## src/rtl/fetch_sequencer_pkg.sv

```systemverilog
// Shared types and defaults for the instruction-fetch sequencer.
package fetch_sequencer_pkg;

  localparam int DEF_ADDR_W = 5;
  localparam int DEF_DATA_W = 16;

  typedef enum logic [1:0] {
    FS_IDLE  = 2'd0,
    FS_FETCH = 2'd1,
    FS_EXEC  = 2'd2,
    FS_LOAD  = 2'd3
  } fs_state_t;

  // Width needed for a counter running 0..lat inclusive.
  function automatic int cnt_width(input int lat);
    return (lat < 1) ? 1 : $clog2(lat + 1);
  endfunction

endpackage

```

## src/rtl/fetch_sequencer_if.sv

```systemverilog
// Loader, memory and processor-side signals of the fetch sequencer.
interface fetch_sequencer_if
  import fetch_sequencer_pkg::*;
#(
  parameter int ADDR_W = DEF_ADDR_W,
  parameter int DATA_W = DEF_DATA_W
);

  logic              LoadReq;
  logic [ADDR_W-1:0] LoadAddr;
  logic [DATA_W-1:0] LoadData;
  logic              LoadAck;
  logic [ADDR_W-1:0] MemAddr;
  logic [DATA_W-1:0] MemData;
  logic              MemWren;
  logic [DATA_W-1:0] MemQ;
  logic [DATA_W-1:0] ProcDIN;
  logic              ProcRun;
  logic              ProcDone;

  modport master (
    input  LoadReq, LoadAddr, LoadData, MemQ, ProcDone,
    output LoadAck, MemAddr, MemData, MemWren, ProcDIN, ProcRun
  );

  modport slave (
    output LoadReq, LoadAddr, LoadData, MemQ, ProcDone,
    input  LoadAck, MemAddr, MemData, MemWren, ProcDIN, ProcRun
  );

endinterface

```

## src/rtl/fetch_sequencer_pc_register.sv

```systemverilog
// Program counter: async reset to START_ADDR, increments modulo 2**ADDR_W.
module pc_register
  import fetch_sequencer_pkg::*;
#(
  parameter int ADDR_W     = DEF_ADDR_W,
  parameter int START_ADDR = 0
) (
  input  logic              Clock,
  input  logic              Resetn,
  input  logic              inc,
  output logic [ADDR_W-1:0] pc
);

  always_ff @(posedge Clock or negedge Resetn) begin
    if (!Resetn)
      pc <= ADDR_W'(START_ADDR);
    else if (inc)
      pc <= pc + ADDR_W'(1);
  end

endmodule

```

## src/rtl/fetch_sequencer.sv

```systemverilog
// Fetch controller: drives memory from the PC, feeds the processor, arbitrates loader writes.
// Optional breakpoint support is enabled with FETCH_SEQ_BREAKPOINT_EN.
module fetch_sequencer
  import fetch_sequencer_pkg::*;
#(
  parameter int ADDR_W     = DEF_ADDR_W,
  parameter int DATA_W     = DEF_DATA_W,
  parameter int MEM_LAT    = 1,
  parameter int START_ADDR = 0
) (
  input  logic              Clock,
  input  logic              Resetn,
  input  logic              Start,
  input  logic              Halt,
`ifdef FETCH_SEQ_BREAKPOINT_EN
  input  logic [ADDR_W-1:0] BpAddr,
  input  logic              BpEnable,
  output logic              BpHit,
`endif
  fetch_sequencer_if.master bus,
  output logic [ADDR_W-1:0] PC,
  output logic              Busy
);

  localparam int CNT_W = cnt_width(MEM_LAT);

  fs_state_t         state, state_next;
  logic              ret_exec, ret_exec_next;
  logic              latch_load;
  logic              pc_inc;
  logic              fetch_done;
  logic [ADDR_W-1:0] pc_plus1;
  logic [ADDR_W-1:0] load_addr;
  logic [DATA_W-1:0] load_data;
  logic [CNT_W-1:0]  lat_cnt;
`ifdef FETCH_SEQ_BREAKPOINT_EN
  logic              bp_set;
  logic              bp_clear;
`endif

  pc_register #(
    .ADDR_W     (ADDR_W),
    .START_ADDR (START_ADDR)
  ) u_pc (
    .Clock  (Clock),
    .Resetn (Resetn),
    .inc    (pc_inc),
    .pc     (PC)
  );

  assign pc_plus1   = PC + ADDR_W'(1);
  assign fetch_done = (state == FS_FETCH) && (lat_cnt == CNT_W'(MEM_LAT));

  assign bus.MemAddr = (state == FS_LOAD) ? load_addr : PC;
  assign bus.MemData = load_data;
  assign bus.MemWren = (state == FS_LOAD);
  assign bus.LoadAck = (state == FS_LOAD);
  assign bus.ProcRun = (state == FS_EXEC);
  assign Busy        = (state != FS_IDLE);

  always_comb begin
    state_next    = state;
    ret_exec_next = ret_exec;
    latch_load    = 1'b0;
    pc_inc        = 1'b0;
`ifdef FETCH_SEQ_BREAKPOINT_EN
    bp_set        = 1'b0;
    bp_clear      = 1'b0;
`endif
    case (state)
      FS_IDLE: begin
        if (bus.LoadReq) begin
          latch_load    = 1'b1;
          ret_exec_next = 1'b0;
          state_next    = FS_LOAD;
        end else if (Start) begin
          state_next = FS_FETCH;
`ifdef FETCH_SEQ_BREAKPOINT_EN
          bp_clear   = 1'b1;
`endif
        end
      end
      FS_FETCH: begin
        if (fetch_done)
          state_next = FS_EXEC;
      end
      FS_EXEC: begin
        // A Done in the same cycle as a load request wins; the load stays pending.
        if (bus.ProcDone) begin
          pc_inc     = 1'b1;
          state_next = Halt ? FS_IDLE : FS_FETCH;
`ifdef FETCH_SEQ_BREAKPOINT_EN
          if (BpEnable && (pc_plus1 == BpAddr)) begin
            state_next = FS_IDLE;
            bp_set     = 1'b1;
          end
`endif
        end else if (bus.LoadReq) begin
          latch_load    = 1'b1;
          ret_exec_next = 1'b1;
          state_next    = FS_LOAD;
        end
      end
      FS_LOAD: begin
        // Overwriting the word being executed forces a refetch.
        if (!ret_exec)
          state_next = FS_IDLE;
        else if (load_addr == PC)
          state_next = FS_FETCH;
        else
          state_next = FS_EXEC;
      end
      default: state_next = FS_IDLE;
    endcase
  end

  always_ff @(posedge Clock or negedge Resetn) begin
    if (!Resetn) begin
      state    <= FS_IDLE;
      ret_exec <= 1'b0;
    end else begin
      state    <= state_next;
      ret_exec <= ret_exec_next;
    end
  end

  always_ff @(posedge Clock or negedge Resetn) begin
    if (!Resetn) begin
      load_addr <= '0;
      load_data <= '0;
    end else if (latch_load) begin
      load_addr <= bus.LoadAddr;
      load_data <= bus.LoadData;
    end
  end

  always_ff @(posedge Clock or negedge Resetn) begin
    if (!Resetn)
      lat_cnt <= '0;
    else if ((state == FS_FETCH) && !fetch_done)
      lat_cnt <= lat_cnt + CNT_W'(1);
    else
      lat_cnt <= '0;
  end

  always_ff @(posedge Clock or negedge Resetn) begin
    if (!Resetn)
      bus.ProcDIN <= '0;
    else if (fetch_done)
      bus.ProcDIN <= bus.MemQ;
  end

`ifdef FETCH_SEQ_BREAKPOINT_EN
  // Sticky until the next accepted Start.
  always_ff @(posedge Clock or negedge Resetn) begin
    if (!Resetn)
      BpHit <= 1'b0;
    else if (bp_set)
      BpHit <= 1'b1;
    else if (bp_clear)
      BpHit <= 1'b0;
  end
`endif

endmodule
```

## src/flat_wrapper.sv

```systemverilog
// flat-port wrapper written by rule: the top's interface ports become plain ports
module fetch_sequencer_flat import fetch_sequencer_pkg::*;
#(
  parameter int ADDR_W     = DEF_ADDR_W,
  parameter int DATA_W     = DEF_DATA_W,
  parameter int MEM_LAT    = 1,
  parameter int START_ADDR = 0
)
  (Clock, Resetn, Start, Halt, PC, Busy, bus_LoadReq, bus_LoadAddr, bus_LoadData, bus_MemQ, bus_ProcDone, bus_LoadAck, bus_MemAddr, bus_MemData, bus_MemWren, bus_ProcDIN, bus_ProcRun);
  fetch_sequencer_if #(.ADDR_W(ADDR_W), .DATA_W(DATA_W)) bus_i ();
  input  logic Clock;
  input  logic Resetn;
  input  logic Start;
  input  logic Halt;
  output logic [ADDR_W-1:0] PC;
  output logic Busy;
  input wire logic [$bits(bus_i.LoadReq)-1:0] bus_LoadReq;
  input wire logic [$bits(bus_i.LoadAddr)-1:0] bus_LoadAddr;
  input wire logic [$bits(bus_i.LoadData)-1:0] bus_LoadData;
  input wire logic [$bits(bus_i.MemQ)-1:0] bus_MemQ;
  input wire logic [$bits(bus_i.ProcDone)-1:0] bus_ProcDone;
  output wire logic [$bits(bus_i.LoadAck)-1:0] bus_LoadAck;
  output wire logic [$bits(bus_i.MemAddr)-1:0] bus_MemAddr;
  output wire logic [$bits(bus_i.MemData)-1:0] bus_MemData;
  output wire logic [$bits(bus_i.MemWren)-1:0] bus_MemWren;
  output wire logic [$bits(bus_i.ProcDIN)-1:0] bus_ProcDIN;
  output wire logic [$bits(bus_i.ProcRun)-1:0] bus_ProcRun;
  assign bus_i.LoadReq = bus_LoadReq;
  assign bus_i.LoadAddr = bus_LoadAddr;
  assign bus_i.LoadData = bus_LoadData;
  assign bus_i.MemQ = bus_MemQ;
  assign bus_i.ProcDone = bus_ProcDone;
  assign bus_LoadAck = bus_i.LoadAck;
  assign bus_MemAddr = bus_i.MemAddr;
  assign bus_MemData = bus_i.MemData;
  assign bus_MemWren = bus_i.MemWren;
  assign bus_ProcDIN = bus_i.ProcDIN;
  assign bus_ProcRun = bus_i.ProcRun;
  fetch_sequencer #(.ADDR_W(ADDR_W), .DATA_W(DATA_W), .MEM_LAT(MEM_LAT), .START_ADDR(START_ADDR)) u_core (.Clock(Clock), .Resetn(Resetn), .Start(Start), .Halt(Halt), .bus(bus_i), .PC(PC), .Busy(Busy));
endmodule
```

## config.mk

```make
export PLATFORM = sky130hd
export DESIGN_NAME = fetch_sequencer_flat
export DESIGN_NICKNAME = d
export VERILOG_FILES = /design/src/rtl/fetch_sequencer_pkg.sv /design/src/rtl/fetch_sequencer_if.sv /design/src/rtl/fetch_sequencer_pc_register.sv /design/src/rtl/fetch_sequencer.sv /design/src/flat_wrapper.sv
export SDC_FILE = /design/constraint.sdc
export NUM_CORES = 1
export LEC_CHECK = 0
export ABC_AREA = 0
export CORE_ASPECT_RATIO = 2
export CORE_MARGIN = 4
export CORE_UTILIZATION = 40
export CTS_CLUSTER_DIAMETER = 120
export CTS_CLUSTER_SIZE = 25
export DETAILED_ROUTE_END_ITERATION = 16
export GPL_ROUTABILITY_DRIVEN = 0
export PLACE_DENSITY = 0.81
export SKIP_CTS_REPAIR_TIMING = 1
export SLEW_MARGIN = 20
export SYNTH_ARGS = -nofsm -noshare
export SYNTH_HDL_FRONTEND = slang
export SYNTH_HIERARCHICAL = 1
export SYNTH_SLANG_ARGS = --single-unit
export TNS_END_PERCENT = 5
```

## constraint.sdc

```tcl
create_clock -name Clock -period 2.3 [get_ports Clock]
set_input_delay 0.46 -clock Clock [delete_from_list [all_inputs] [get_ports Clock]]
set_output_delay 0.46 -clock Clock [all_outputs]
set_load 0.03 [all_outputs]
```

* Word level (Yosys, flattened, before mapping)
Index checks and enable logic that the tools add are counted.
Cells by class: add/subtract/negate cells 2, eq/ne operators 10, muxes and demuxes 20, reductions and logical operators 8
Operator list (count):
- 2-bit two-way mux | 7
- 1-bit two-way mux | 9
- 2-bit case mux with 4 select lines | 1
- 2-bit inequality test, second input constant | 3
- 3-bit inequality test, second input constant | 2
- 5-bit by 1-bit adder with 5-bit output, second input constant | 1
- 5-bit == test | 1
- 5-bit two-way mux | 1
- 2-bit == test, second input constant | 2
- 1-bit case mux with 2 select lines | 2
- 4-bit AND reduction | 1
- 2-bit nonzero test | 2
- 3-bit AND reduction | 1
- 2-bit by 1-bit == test with 1-bit output, second input constant | 1
- 1-bit logical AND | 2
- 2-bit zero test | 1
- 2-bit by 1-bit inequality test with 1-bit output, second input constant | 1
- 1-bit adder, second input constant | 1
- 1-bit zero test | 1
Storage, ports and cells: register bits 46, bits of input ports 43, output and inout port bits 46, logic and storage cells 47

* Longest topological paths before layout
depth after elaboration 5, depth in mapped cells 5, depth with buffers taken out 4

* Hierarchy
Netlist, hierarchy kept.
By module, submodules not included:
- fetch_sequencer | times used 1, cells an instance 123, area an instance 1871.8 um^2, seq. area each 1026.0 um^2
- pc_register | times used 1, cells an instance 14, area an instance 200.2 um^2, seq. area each 125.1 um^2

* Worst setup path after synthesis
OpenSTA, ideal clock, no wires.
path kind reg2reg, from register u_core.state[1], to register u_core.u_pc.pc[1], setup time 125 ps, arrival 1779 ps, data required time 2175 ps, path slack 396 ps, cell stages (with the launch flop) 5, path buffers 1, period minus slack after synthesis 1904 ps, path through dfrtp_1 > clkbuf_1 > nor2b_1 > and2_1 > mux2_2
Between the ends: word-level cells in the longest chain between the ends 2
RTL lines:
- start: declaration | line fetch_sequencer.sv:27 | fs_state_t state, state_next;
- start signal: assignment | line fetch_sequencer.sv:122 | state <= state_next;
- 2-bit == test
- named net bus_ProcRun | line flat_wrapper.sv:27 | output wire logic [$bits(bus_i.ProcRun)-1:0] bus_ProcRun;
- 1-bit two-way mux | line fetch_sequencer.sv:70 | case (state)
- named net u_core.pc_inc | line fetch_sequencer.sv:30 | logic pc_inc;
- end signal: assignment | line fetch_sequencer_pc_register.sv:16 | pc <= ADDR_W'(START_ADDR);
- end signal: assignment | line fetch_sequencer_pc_register.sv:18 | pc <= pc + ADDR_W'(1);
- end: declaration | line fetch_sequencer_pc_register.sv:11 | output logic [ADDR_W-1:0] pc
The timed path passes the listed nets, and every way through them passes these cells. A chain may end at the register's enable or synchronous reset.

* Worst setup path in the final report
from register u_core.state[0], to output bus_MemAddr[0]
Between the ends: word-level cells in the longest chain between the ends 2
RTL lines:
- 2-bit == test | line fetch_sequencer.sv:54 | assign bus.MemAddr = (state == FS_LOAD) ? load_addr : PC;
- 5-bit two-way mux | line fetch_sequencer.sv:54
- end: declaration | line flat_wrapper.sv:23 | output wire logic [$bits(bus_i.MemAddr)-1:0] bus_MemAddr;
Every way passes these cells.

==> results.ini <==
[pwr]
p_leak_nw=1.40
p_switching_mw=2.04
p_int_mw=2.82
swShare_pct=42.0
p_total_mw=4.87
ir_drop_mv=1.05
seqPwrFrac_pct=31.2
comb_power_share_pct=59.1
power_density_nw_per_um2=1570
p_clk_share_pct=9.7

[worst_setup_path]
required_ns=1.84
endpoint_kind=output pin
path_depth=3
cp-endpoint=bus_MemAddr[0]
ff2ff_path_depth=4
reg2reg_to=u_core/bus.MemData[0]
cp_slowest_cell=clkdlybuf4s50_1
critPathTopFamily=buffers and inverters
cp_cell_sequence=nand2_2 -> mux2_1 -> clkdlybuf4s50_1
crit_arrival_ns=1.77
critical_path_class=flip-flop to output pin
crit_fanout=6
rrSetupSlack_ns=0.67
slowest_delay_ns=0.59
reg2reg_from=u_core/state[0]
cp-start-kind=flip-flop
startpoint=u_core/state[0]
critPathBufInv=1

[logic_synthesis]
synth_flop_cell=dfrtp_1
async_flop_share_pct=100
synthTopCellsByArea=dfrtp_1, mux2_4, mux2_1, xor2_1, xnor2_1
synth_nets=181
synth.top_cell.area_share_pct=55.6
ys_seq_area_share_pct=55.6
yosysMostFrequentCell=dfrtp_1
syn_area_um2=2070
synth_common_cells=dfrtp_1, mux2_1, mux2_4
ys_warn_count=6
yosysUniqueCellTypes=36
avgSynthCellArea_um2=15.1
ys_ff_latch=46
synth_edf_count=0
synthCells=137
yosysTopAreaCell=dfrtp_1

[clocking]
path_clk_slew_ns=0.08
worstSkewPairLatency_ns=0.29
clock-sinks=46
clock-root-buffer=clkbuf_8
htreeDepth=2
clockBufferDepth=2
cts_tree=built
cts_made_buffers=5

[final_layout]
multiInputGateArea_um2=873
antenna_cells=0
layout.nets=273
nFillCells=396
seq_area_um2=1150
drive_gt1_share_pct=16.5
area_delta_synth_final_pct=49.2

[route]
vias=1378
drt_wl_total_um=4710
drtPass1Iterations=3
drc=0
vias_per_cell=4.80
drt_iter0_drc=25
wire_per_inst_um=16.4
ant_nets=0

[timing]
clock.fmax_mhz=449
setup_viol=0
drv_slew=0
period_minus_slack_ns=2.23
finalCritPeriodShare_pct=96.8
clock-skew-final_ns=0.00787
timing.final.hold_violations=0
slew_headroom_pct=62.7
rsz0062_at_grt=false
worst_slew_pin_slew_ns=0.560
fin_ws_ns=0.0747
whs_ns=0.248
finalSetupTns_ns=0

[grt]
grt_max_degree=47
track_usage_pct=15.0
antenna_found_initial=0
grt_overflow=0
grt_pass1_wl_um=7190
grt_pass1_vias=1485

[placed_design]
dpl.hpwl_um=3610
post-place-ws_ns=0.309
port_buffers=88

[floorplan]
coreArea_um2=4950
die_area_um2=6460
die_w_um=58.9
rows=36
ios=89
initial_core_util_pct=41.8
die_h_um=110

[worst_hold_path]
hp-class=input pin to async pin

[run_status]
status=completed

[flow_run]
cap_violations=0

[registers in the layout, indices dropped and copies added, names as in the netlist]
name                cells
u_core/bus.MemData     16
u_core/bus.ProcDIN     16
u_core/lat_cnt          1
u_core/load_addr        5
u_core/ret_exec         1
u_core/state            2
u_core/u_pc/pc          5
[worst min path at each step]
stage | to | slack (ns) | cells after the start
final | u_core/bus.ProcDIN[2] | 0.25 | 2
after global placement | u_core/bus.ProcDIN[10] | 0.47 | 1
after floorplan | u_core/bus.MemData[0] | 0.16 | 0
after CTS | u_core/bus.ProcDIN[14] | 0.26 | 2
after detailed placement | u_core/bus.ProcDIN[7] | 0.48 | 1
after global routing | u_core/bus.ProcDIN[14] | 0.29 | 2
[through the flow]
step                utilization [%]  std cells  area [um2]
floorplan                         -        137        2070
global placement               60.5        279        3000
detailed placement             60.5        279        3000
CTS                            62.2        287        3080
global route                   62.4        287        3090
finish                         62.4        287        3090
[area by class of cell]
| type | instances | area share (%) |
|---|---|---|
| Clock inverter | 2 | 0.445 |
| Clock buffer | 6 | 2.35 |
| Sequential cell | 46 | 37.2 |
| Timing Repair Buffer | 91 | 29.3 |
| Tap cell | 57 | 2.31 |
| Inverter | 1 | 0.121 |
| Multi-Input combinational cell | 84 | 28.2 |
[power by group through the flow]
stage | clock [mW] | combinational, mW | sequential, mW
after global routing | 0.526 | 3.04 | 1.57
after CTS | 0.491 | 2.92 | 1.53
after detailed placement | 0 | 2.90 | 1.54
final | 0.472 | 2.87 | 1.52
after global placement | 0 | 2.88 | 1.52
after floorplan | 0 | 1.15 | 2.15
[cells by family after synthesis]
family / count (synthesis) / synth area share, %
DFF: 46 / 55.6
muxes: 43 / 27.0
and+or+nand+nor: 22 / 7.31
AOI/OAI and AO/OA: 9 / 3.44
xor gates and xnor gates: 9 / 3.80
buffers and inverters: 7 / 2.29
adders and majority gates: 1 / 0.604
[metal layers]
metal | track usage (%) | up-vias | wire [um] | part of all wire (%)
met1 | 15.8 | 660 | 1690 | 36
met5 | 0 | - | 0 | 0
met3 | 3.88 | 6 | 304 | 6.5
li1 | - | 664 | - | -
met2 | 27.5 | 48 | 2670 | 57
met4 | 5.83 | 0 | 46 | 0.98
[worst reg2reg max path, stage by stage, from the launching register on]
cell and delay (ns):
dfrtp_1 0.40, buf_4 0.19, nand2b_1 0.18, nand2b_4 0.34, mux2_1 0.41
[layout by cell type, fill, tap and decap left out, types with 2 or more instances in the layout]
cell             count
mux2_4              20
clkdlybuf4s50_1     84
nand2_1              3
xor2_1               6
buf_4                3
xnor2_1              3
mux2_1              22
nor2_1               2
nor3_1               2
dlymetal6s2s_1       3
clkbuf_8             5
nand4_1              2
dfrtp_1             46
nand2b_1             3
(Power assumes the default switching activity.)
